<file path="config.mk">
export PLATFORM = sky130hd
export DESIGN_NAME = tcs3200_scan_ctrl_flat
export DESIGN_NICKNAME = d
export VERILOG_FILES = /design/src/rtl/tcs3200_scan_ctrl_if.sv /design/src/rtl/tcs3200_scan_ctrl.sv /design/src/flat_wrapper.sv
export SDC_FILE = /design/constraint.sdc
export NUM_CORES = 1
export LEC_CHECK = 0
export ABC_CLOCK_PERIOD_IN_PS = 2900
export CAP_MARGIN = 0
export CORE_MARGIN = 2
export CORE_UTILIZATION = 50
export CTS_CLUSTER_SIZE = 10
export DETAILED_ROUTE_END_ITERATION = 12
export GPL_ROUTABILITY_DRIVEN = 0
export HOLD_SLACK_MARGIN = 0.08
export PLACE_DENSITY = 0.78
export SETUP_SLACK_MARGIN = 0.05
export SLEW_MARGIN = 20
export SYNTH_ARGS = -nofsm -noshare
export SYNTH_HDL_FRONTEND = slang
export SYNTH_SLANG_ARGS = --single-unit
</file>
<file path="constraint.sdc">
create_clock -name clk -period 2.9 [get_ports clk]
set_clock_uncertainty 0.1 [all_clocks]
set_input_delay 0.58 -clock clk [delete_from_list [all_inputs] [get_ports clk]]
set_output_delay 0.58 -clock clk [all_outputs]
set_load 0.005 [all_outputs]
</file>
<file path="src/rtl/tcs3200_scan_ctrl_if.sv">
// Sensor-side and result-side signals of the TCS3200 scan controller.
// slave: the controller itself; master: whoever drives start/sensor and consumes frames.
interface tcs3200_scan_ctrl_if #(
  parameter int CNT_W = 16
);
  logic             start;
  logic             continuous;
  logic [1:0]       freq_scale;
  logic             sensor_out;
  logic [1:0]       s0_s1;
  logic [1:0]       s2_s3;
  logic [CNT_W-1:0] red_cnt;
  logic [CNT_W-1:0] blue_cnt;
  logic [CNT_W-1:0] clear_cnt;
  logic [CNT_W-1:0] green_cnt;
  logic             busy;
  logic             frame_valid;
  logic             overflow;

  modport slave (
    input  start, continuous, freq_scale, sensor_out,
    output s0_s1, s2_s3, red_cnt, blue_cnt, clear_cnt, green_cnt,
           busy, frame_valid, overflow
  );

  modport master (
    output start, continuous, freq_scale, sensor_out,
    input  s0_s1, s2_s3, red_cnt, blue_cnt, clear_cnt, green_cnt,
           busy, frame_valid, overflow
  );
endinterface

</file>
<file path="src/rtl/tcs3200_scan_ctrl.sv">
// TCS3200 scan sequencer: steps the filter select red->blue->clear->green,
// settles after each change, counts synchronised sensor rising edges over a
// gate window, and publishes the four counts as one coherent frame.
module tcs3200_scan_ctrl #(
  parameter int SETTLE_CYCLES = 100,
  parameter int WINDOW_CYCLES = 1000,
  parameter int CNT_W         = 16
) (
  input  logic               clk,
  input  logic               rst,
  tcs3200_scan_ctrl_if.slave bus
);
  localparam int TMAX = (SETTLE_CYCLES > WINDOW_CYCLES) ? SETTLE_CYCLES : WINDOW_CYCLES;
  localparam int TW   = (TMAX > 1) ? $clog2(TMAX) : 1;
  localparam logic [TW-1:0]    SET_LAST = TW'(SETTLE_CYCLES - 1);
  localparam logic [TW-1:0]    WIN_LAST = TW'(WINDOW_CYCLES - 1);
  localparam logic [CNT_W-1:0] CNT_MAX  = '1;

  typedef enum logic [1:0] {IDLE, SETTLE, COUNT, DONE} state_e;

  state_e                  state_q, state_d;
  logic [TW-1:0]           timer_q, timer_d;
  logic [1:0]              f_q, f_d;
  logic [CNT_W-1:0]        cnt_q, cnt_d, cnt_nx;
  logic                    sticky_q, sticky_d;
  logic                    meta_q, sync_q, sync_qq;
  logic [3:0][CNT_W-1:0]   shadow_q;
  logic [1:0]              s0s1_q;
  logic [CNT_W-1:0]        red_q, blue_q, clear_q, green_q;
  logic                    fv_q, ovf_q;
  logic                    edge_det, sat_hit, cap, win_end, publish;

  // Rising edge of the synchronised sensor; an edge arriving at the counter
  // maximum is dropped and marks the frame as saturated (count was clamped).
  assign edge_det = sync_q & ~sync_qq;
  assign sat_hit  = (state_q == COUNT) && edge_det && (cnt_q == CNT_MAX);
  assign cnt_nx   = (edge_det && cnt_q != CNT_MAX) ? cnt_q + 1'b1 : cnt_q;
  assign win_end  = (state_q == COUNT) && (timer_q == WIN_LAST);
  assign publish  = win_end && (f_q == 2'd3);

  // Two-process FSM: next state, phase timer, filter index and edge counter.
  always_comb begin
    state_d  = state_q;
    timer_d  = timer_q;
    f_d      = f_q;
    cnt_d    = cnt_q;
    sticky_d = sticky_q;
    cap      = 1'b0;
    unique case (state_q)
      IDLE: begin
        if (bus.start) begin
          state_d = SETTLE;
          timer_d = '0;
          f_d     = 2'd0;
          cap     = 1'b1;
        end
      end
      SETTLE: begin
        cnt_d = '0;
        if (timer_q == SET_LAST) begin
          state_d = COUNT;
          timer_d = '0;
        end else begin
          timer_d = timer_q + 1'b1;
        end
      end
      COUNT: begin
        cnt_d = cnt_nx;
        if (sat_hit) sticky_d = 1'b1;
        if (win_end) begin
          cnt_d   = '0;
          timer_d = '0;
          if (f_q == 2'd3) begin
            state_d = DONE;
          end else begin
            f_d     = f_q + 2'd1;
            state_d = SETTLE;
          end
        end else begin
          timer_d = timer_q + 1'b1;
        end
      end
      DONE: begin
        sticky_d = 1'b0;
        timer_d  = '0;
        f_d      = 2'd0;
        if (bus.continuous || bus.start) begin
          state_d = SETTLE;
          cap     = 1'b1;
        end else begin
          state_d = IDLE;
        end
      end
      default: state_d = IDLE;
    endcase
  end

  // State, sequencing registers and the sensor synchroniser.
  always_ff @(posedge clk or negedge rst) begin
    if (!rst) begin
      state_q  <= IDLE;
      timer_q  <= '0;
      f_q      <= 2'd0;
      cnt_q    <= '0;
      sticky_q <= 1'b0;
      meta_q   <= 1'b0;
      sync_q   <= 1'b0;
      sync_qq  <= 1'b0;
    end else begin
      state_q  <= state_d;
      timer_q  <= timer_d;
      f_q      <= f_d;
      cnt_q    <= cnt_d;
      sticky_q <= sticky_d;
      meta_q   <= bus.sensor_out;
      sync_q   <= meta_q;
      sync_qq  <= sync_q;
    end
  end

  // Per-channel shadows and the published frame; green goes straight from the
  // counter because its shadow would only be written on the same edge.
  always_ff @(posedge clk or negedge rst) begin
    if (!rst) begin
      shadow_q <= '0;
      s0s1_q   <= 2'b00;
      red_q    <= '0;
      blue_q   <= '0;
      clear_q  <= '0;
      green_q  <= '0;
      fv_q     <= 1'b0;
      ovf_q    <= 1'b0;
    end else begin
      fv_q <= publish;
      if (cap)     s0s1_q       <= bus.freq_scale;
      if (win_end) shadow_q[f_q] <= cnt_nx;
      if (publish) begin
        red_q   <= shadow_q[0];
        blue_q  <= shadow_q[1];
        clear_q <= shadow_q[2];
        green_q <= cnt_nx;
        ovf_q   <= sticky_q | sat_hit;
      end
    end
  end

  assign bus.busy        = (state_q != IDLE);
  assign bus.s2_s3       = (state_q != IDLE) ? f_q : 2'b00;
  assign bus.s0_s1       = s0s1_q;
  assign bus.red_cnt     = red_q;
  assign bus.blue_cnt    = blue_q;
  assign bus.clear_cnt   = clear_q;
  assign bus.green_cnt   = green_q;
  assign bus.frame_valid = fv_q;
  assign bus.overflow    = ovf_q;
endmodule

</file>
<file path="src/flat_wrapper.sv">
// flat-port wrapper written by rule: the top's interface ports become plain ports
module tcs3200_scan_ctrl_flat 
#(
  parameter int SETTLE_CYCLES = 100,
  parameter int WINDOW_CYCLES = 1000,
  parameter int CNT_W         = 16
)
  (clk, rst, bus_start, bus_continuous, bus_freq_scale, bus_sensor_out, bus_s0_s1, bus_s2_s3, bus_red_cnt, bus_blue_cnt, bus_clear_cnt, bus_green_cnt, bus_busy, bus_frame_valid, bus_overflow);
  tcs3200_scan_ctrl_if #(.CNT_W(CNT_W)) bus_i ();
  input  logic clk;
  input  logic rst;
  input wire logic [$bits(bus_i.start)-1:0] bus_start;
  input wire logic [$bits(bus_i.continuous)-1:0] bus_continuous;
  input wire logic [$bits(bus_i.freq_scale)-1:0] bus_freq_scale;
  input wire logic [$bits(bus_i.sensor_out)-1:0] bus_sensor_out;
  output wire logic [$bits(bus_i.s0_s1)-1:0] bus_s0_s1;
  output wire logic [$bits(bus_i.s2_s3)-1:0] bus_s2_s3;
  output wire logic [$bits(bus_i.red_cnt)-1:0] bus_red_cnt;
  output wire logic [$bits(bus_i.blue_cnt)-1:0] bus_blue_cnt;
  output wire logic [$bits(bus_i.clear_cnt)-1:0] bus_clear_cnt;
  output wire logic [$bits(bus_i.green_cnt)-1:0] bus_green_cnt;
  output wire logic [$bits(bus_i.busy)-1:0] bus_busy;
  output wire logic [$bits(bus_i.frame_valid)-1:0] bus_frame_valid;
  output wire logic [$bits(bus_i.overflow)-1:0] bus_overflow;
  assign bus_i.start = bus_start;
  assign bus_i.continuous = bus_continuous;
  assign bus_i.freq_scale = bus_freq_scale;
  assign bus_i.sensor_out = bus_sensor_out;
  assign bus_s0_s1 = bus_i.s0_s1;
  assign bus_s2_s3 = bus_i.s2_s3;
  assign bus_red_cnt = bus_i.red_cnt;
  assign bus_blue_cnt = bus_i.blue_cnt;
  assign bus_clear_cnt = bus_i.clear_cnt;
  assign bus_green_cnt = bus_i.green_cnt;
  assign bus_busy = bus_i.busy;
  assign bus_frame_valid = bus_i.frame_valid;
  assign bus_overflow = bus_i.overflow;
  tcs3200_scan_ctrl #(.SETTLE_CYCLES(SETTLE_CYCLES), .WINDOW_CYCLES(WINDOW_CYCLES), .CNT_W(CNT_W)) u_core (.clk(clk), .rst(rst), .bus(bus_i));
endmodule
</file>
==> results of run 1 <==
==> routing by layer <==
layer	global-route usage, %	wire [µm]	share of wire (%)	up-vias
li1	-	-	-	2382
met1	29.7	6520	42	2517
met2	37.4	7540	49	157
met3	6.15	927	6.0	29
met4	8.89	351	2.3	0
met5	0	0	0	-
==> through the flow <==
stage                     cells  hold WS (ps)  total power [mW]
final                       925          65.8              4.13
after global placement      895           234              2.20
after floorplan             660           184              2.14
after global routing        925           109              4.26
after detailed placement    895           242              2.20
after CTS                   925          98.4              4.16
==> report_power, final <==
group | total, mW | internal, mW | leakage [nW] | switching (mW)
sequential | 2.10 | 2.10 | 2.07 | 0.00126
clock | 1.97 | 1.15 | 0.254 | 0.828
combinational | 0.0604 | 0.0146 | 1.44 | 0.0458
==> registers in the layout, summed over array words and instances (netlist names) <==
name / flops
u_core.bus.s0_s1: 2
u_core.sticky_q: 1
u_core.bus.clear_cnt: 16
u_core.f_q: 2
u_core.sync_qq: 1
u_core.bus.green_cnt: 16
u_core.bus.overflow: 1
u_core.bus.frame_valid: 1
u_core.bus.red_cnt: 16
u_core.shadow_q: 48
u_core.sync_q: 1
u_core.bus.blue_cnt: 16
u_core.cnt_q: 16
u_core.timer_q: 10
u_core.meta_q: 1
u_core.state_q: 2
==> logic make-up after synthesis <==
family	count (synthesis)	synth area share (%)
simple gates	303	21.1
flops	150	57.8
compound gates	120	10.9
buf+inv	44	3.02
mux	19	3.25
xor+xnor	14	2.12
fa+ha+maj	10	1.93
==> cell type report <==
class | instances | area, µm²
Multi-Input combinational cell | 466 | 2550
Clock inverter | 8 | 51.3
Timing Repair Buffer | 93 | 905
Sequential cell | 150 | 3750
Fill cell | 1037 | 4670
Clock buffer | 22 | 474
Tap cell | 172 | 215
Inverter | 14 | 52.6
==> cells in the mapped netlist (all sizes together), types with 3 or more instances <==
cell     count
or4          4
o21ai       38
ha          10
nor3         8
xor2         6
inv         14
nor4         6
buf         19
a31oi        5
clkbuf      11
o2bb2ai      4
and2         6
a21oi       51
nand2b       3
a21o         4
mux2        17
dfrtp      150
nand3       11
a22o         4
nor2        57
nand4       10
o31ai        4
xnor2        8
and3         3
o21ba        3
nand2      182
==> critical path, delay by kind of cell, from the launching register on <==
kind	cells	cell delay (ps)
multiplexers	1	830
AND/OR/NAND/NOR	3	660
flip-flops	1	420
adder cells (fa/ha/maj)	1	270
AO/OA/AOI/OAI	1	220
==> worst min path at each step <==
stage	endpoint	slack, ps	cells after the start
floorplan	u_core.bus.blue_cnt[0]$_DFFE_PN0P_	180	0
global placement	u_core.sync_q$_DFF_PN0_	230	0
detailed placement	u_core.sync_q$_DFF_PN0_	240	0
CTS	u_core.bus.blue_cnt[6]$_DFFE_PN0P_	100	1
global route	u_core.bus.clear_cnt[2]$_DFFE_PN0P_	110	1
finish	u_core.bus.blue_cnt[14]$_DFFE_PN0P_	70	1
==> metrics.cfg, run 1 <==
[status]
status = complete, no violations

[pwr]
ir_drop_mv = 0.276
leakagePower_nw = 3.76
p_per_area_nw_per_um2 = 516

[yosys]
synth.top_cell.area_share_pct = 57.8
synth_nets = 677
syn_inst = 660
synth_area_um2 = 6500
synthTopCellsByArea = dfrtp_1 58%, nand2_1 11%, a21oi_1 3.9%
yosysTopAreaCell = dfrtp_1
avgSynthCellArea_um2 = 9.85
synth-seq-cells = 150
yosysSeqAreaShare_pct = 57.8
synth_top_flop_cell = dfrtp_1
ys_warn_count = 0
synth-edff-count = 0
ys_types = 53
ys_async_sr_fraction_pct = 100

[critical_path]
rrSetupSlack_ps = 230
worstReg2RegEnd = u_core.shadow_q[12]$_DFFE_PN0P_
path_cells = ha_1, and4_1, nand2_1, nor3_1, mux2i_1, o21ai_0
cp-endpoint = u_core.shadow_q[12]$_DFFE_PN0P_
max_stage_delay_ps = 830
timing.rr.start = u_core.cnt_q[0]$_DFFE_PN0P_
criticalPathCategory = flip-flop to flip-flop
cp-startpoint = u_core.cnt_q[0]$_DFFE_PN0P_
slowest_stage = mux2i_1
cp-start-kind = flip-flop
r2r_cells = 6
worstPathMaxFanout = 5
cp.arrival_ps = 2830
worst_setup_path_end_kind = flip-flop
worst_ep_required_time_ps = 3060

[run]
max_cap_viol_count = 0

[timing]
grt_setup_unrepaired = no
drv_slew = 0
fin_crit_sh_pct = 91.9
setup_violations = 0
hold_viol = 0
fin_ws_ps = 234
worst_slew_pin_slew_ps = 1190
final.min_clock_period_ps = 2670
finalSetupTns_ps = 0
relSlewSlack_pct = 19.9
fmax_ghz = 0.375

[clocking]
cts_tree = done
cts.reportedPaths.clkPinSlew_ps = 50
cts_setup_buffers = 0
holdBufCountCts = 0
h-tree-depth = 4
cts_buffer_depth = 2
cts.repair.resized = 0
cts_made_buffers = 17
cts-root-buf = clkbuf_16
cts_sinks = 150
worstSkewPairLatency_ps = 430

[cells_and_area]
drive_above_1_share_pct = 10.8
final_cell_mix = 182 x nand2_1, 150 x dfrtp_1, 76 x clkdlybuf4s50_1
area_delta_synth_final_pct = 23.2
diodes = 0
final_common_cell = nand2_1
nNetsFinal = 759
design_area_um2 = 8010
final_util_pct = 63.2

[floorplanning]
fp.dieH_um = 118
fp-row-count = 41
core-area_um2 = 12700
die_area_um2 = 13900
initial_core_util_pct = 51.3
die_w_um = 118
io-pin-count = 78

[drt]
vias_per_cell = 5.50
final_antenna_net_count = 0
initialDrtViolationCount = 479
drt_wl_total_um = 15300
drcViolationCount = 0
wire_per_inst_um = 16.6
detail_route.first_pass.iterations = 5
vias = 5085

[global_route]
grt_use_total_pct = 23.1
grt_max_degree = 72
grt-ovfl-total = 0
grt_pass1_vias = 5076
grt_pass1_wl_um = 25400
antenna_found_initial = 0

[place]
io_buffers = 77
placed_cell_area_um2 = 7480
dp_slack_ps = 326
dp.final_hpwl_um = 10600

[min_path]
hold_path_class = input port to async pin

No activity file was read; power rests on OpenSTA's default activity.
==> run 2: changes to the inputs <==
Settings changed: CORE_UTILIZATION 50 to 55, PLACE_DENSITY 0.78 to 0.84.
==> run 2 against run 1 <==
Via count grew 3.2%. Core utilization grew 6.9 points. Largest cell class unchanged. Sequential power is essentially flat. Largest power group is now clock. Combinational power shrank 1%. Flip-flop and latch count is the same.
==> metrics.cfg, run 2 (synthesized netlist as in run 1, its figures left out) <==
[status]
status = complete, no violations

[floorplanning]
fp-row-count = 39  ; -4.9%
die_area_um2 = 12700  ; -8.8%
fp.dieH_um = 113  ; -4.5%
die_w_um = 113  ; -4.5%
initial_core_util_pct = 56.7  ; +5.4 points
core-area_um2 = 11500  ; -9.5%
io-pin-count = 78  ; unchanged

[timing]
fin_crit_sh_pct = 89.7  ; -2.2 points
final.min_clock_period_ps = 2600  ; -63.9 ps
fmax_ghz = 0.384  ; +2.5%
setup_violations = 0  ; unchanged
relSlewSlack_pct = 22.0  ; +2.1 points
finalSetupTns_ps = 0  ; unchanged
hold_viol = 0  ; unchanged
worst_slew_pin_slew_ps = 1160  ; -31.2 ps
grt_setup_unrepaired = no
drv_slew = 0  ; unchanged

[critical_path]
timing.rr.start = u_core.timer_q[0]$_DFFE_PN0N_
cp-start-kind = flip-flop
worstPathMaxFanout = 7  ; +2
worst_ep_required_time_ps = 2220  ; -840 ps
criticalPathCategory = flip-flop to primary output
worst_setup_path_end_kind = primary output
cp.arrival_ps = 1920  ; -910 ps
r2r_cells = 6  ; unchanged
worstReg2RegEnd = u_core.cnt_q[0]$_DFFE_PN0P_
rrSetupSlack_ps = 330  ; +100 ps

[pwr]
leakagePower_nw = 3.78  ; +0.51%
pwr-share-seq_pct = 47.7  ; -3.1 points
power_mw = 4.39  ; +6.3%
ir_drop_mv = 0.430  ; +56%
power_frac_clock_pct = 50.9  ; +3.1 points
p_per_area_nw_per_um2 = 546  ; +5.9%
power_frac_comb_pct = 1.4  ; about the same
switching_share_pct = 20.6  ; -0.53 points
p_int_mw = 3.49  ; +7.1%
total_switching_power_mw = 0.907  ; +3.7%

[clocking]
cts.repair.resized = 0  ; unchanged
cts_setup_buffers = 0  ; unchanged
worstSkewPairLatency_ps = 420  ; about the same
holdBufCountCts = 1  ; +1
cts.reportedPaths.clkPinSlew_ps = 60  ; about the same
cts_made_buffers = 17  ; unchanged
cts_buffer_depth = 2  ; unchanged
h-tree-depth = 4  ; unchanged
cts_sinks = 150  ; unchanged
cts_tree = done
cts-root-buf = clkbuf_16

[cells_and_area]
final_common_cell = nand2_1
nNetsFinal = 758  ; -0.13%
drive_above_1_share_pct = 10.6  ; -0.15 points
final_cell_mix = 182 x nand2_1, 150 x dfrtp_1, 76 x clkdlybuf4s50_1
area_delta_synth_final_pct = 23.7
diodes = 0  ; unchanged
largest_register = u_core.shadow_q
largest_register_ffs = 48  ; unchanged

[min_path]
hold_path_class = flip-flop to flip-flop
hold_end = u_core.sync_q$_DFF_PN0_
whs_path_depth = 0
hp-start = u_core.meta_q$_DFF_PN0_

[global_route]
grt_use_total_pct = 26.3  ; +3.2 points
antenna_found_initial = 0  ; unchanged
grt_use_met1_pct = 32.3  ; +2.5 points
grt_max_degree = 67  ; -6.9%
grt_pass1_wl_um = 25900  ; +2.0%
grt_pass1_vias = 5217  ; +2.8%
grt.busiest_layer = met2
grt-ovfl-total = 0  ; unchanged
met2_usage_pct = 44.1  ; +6.6 points
gr-usage-met3_pct = 6.21  ; +0.060 points

[drt]
vias = 5248  ; +3.2%
drcViolationCount = 0  ; unchanged
vias_per_cell = 5.85  ; +6.4%
final_antenna_net_count = 0  ; unchanged
detail_route.first_pass.iterations = 5  ; unchanged
initialDrtViolationCount = 499  ; +4.2%
drt_wl_total_um = 16000  ; +4.3%
wire_per_inst_um = 17.8  ; +7.5%

[place]
dp.final_hpwl_um = 10700  ; +1.3%
io_buffers = 77  ; unchanged

[run]
max_cap_viol_count = 0  ; unchanged

run 2: changes by cell type in the layout (fill, tap and decap cells not counted), sizes merged:
cell	delta
clkinvlp	+1
inv	-1
bufinv	+3
clkbuf	-1
dlygate4sd3	+1
buf	-2
run 2: power groups by stage:
stage / registers [mW] / clock network [mW] / logic (mW)
after floorplan: 2.13 / 0 / 0.00459
after global placement: 2.13 / 0 / 0.0597
after detailed placement: 2.13 / 0 / 0.0617
after CTS: 2.10 / 2.25 / 0.0633
after global routing: 2.10 / 2.35 / 0.0700
final: 2.10 / 2.24 / 0.0597
run 2: worst max-delay path, stage by stage (launching register included):
cell             delay [ps]
dfrtp_1                 470
inv_1                   100
ha_1                    300
nor2_1                  130
clkdlybuf4s50_1         510
run 2: worst max path at each step:
stage / cells past startpoint / slack (ps) / endpoint / from
final: 4 / 300 / bus_s2_s3[1] / u_core.state_q[0]$_DFFE_PN0P_
after global routing: 7 / 200 / u_core.bus.green_cnt[11]$_DFFE_PN0P_ / u_core.state_q[0]$_DFFE_PN0P_
after CTS: 4 / 310 / bus_s2_s3[1] / u_core.state_q[0]$_DFFE_PN0P_
after detailed placement: 8 / 390 / u_core.shadow_q[23]$_DFFE_PN0P_ / u_core.state_q[0]$_DFFE_PN0P_
after global placement: 6 / 520 / u_core.cnt_q[0]$_DFFE_PN0P_ / u_core.timer_q[0]$_DFFE_PN0N_
after floorplan: 7 / 700 / u_core.shadow_q[10]$_DFFE_PN0P_ / u_core.state_q[0]$_DFFE_PN0P_
run 2: layer usage:
layer | up-vias | routed length (µm)
li1 | 2382 | -
met1 | 2626 | 6410
met2 | 201 | 8080
met3 | 39 | 992
met4 | 0 | 517
met5 | - | 0
run 2: stage by stage:
stage	area (µm²)	instances	utilization [%]	setup slack [ps]	hold WS, ps
3_5_place_dp	7430	864	64.8	389	239
2_1_floorplan	6500	660	-	695	184
4_1_cts	8040	897	70.1	312	261
6_report	8040	897	70.1	298	257
3_3_place_gp	7430	864	64.8	519	237
5_1_grt	8040	897	70.1	195	275
run 2: area by class of cell:
cell class / count / area, µm²
clock inverters: 11 / 151
flip-flops and latches: 150 / 3750
fillers: 792 / 3430
repair buffers: 92 / 900
clock buffers: 21 / 450
well taps: 143 / 179
multi-input cells: 466 / 2550
inverters: 14 / 52.6
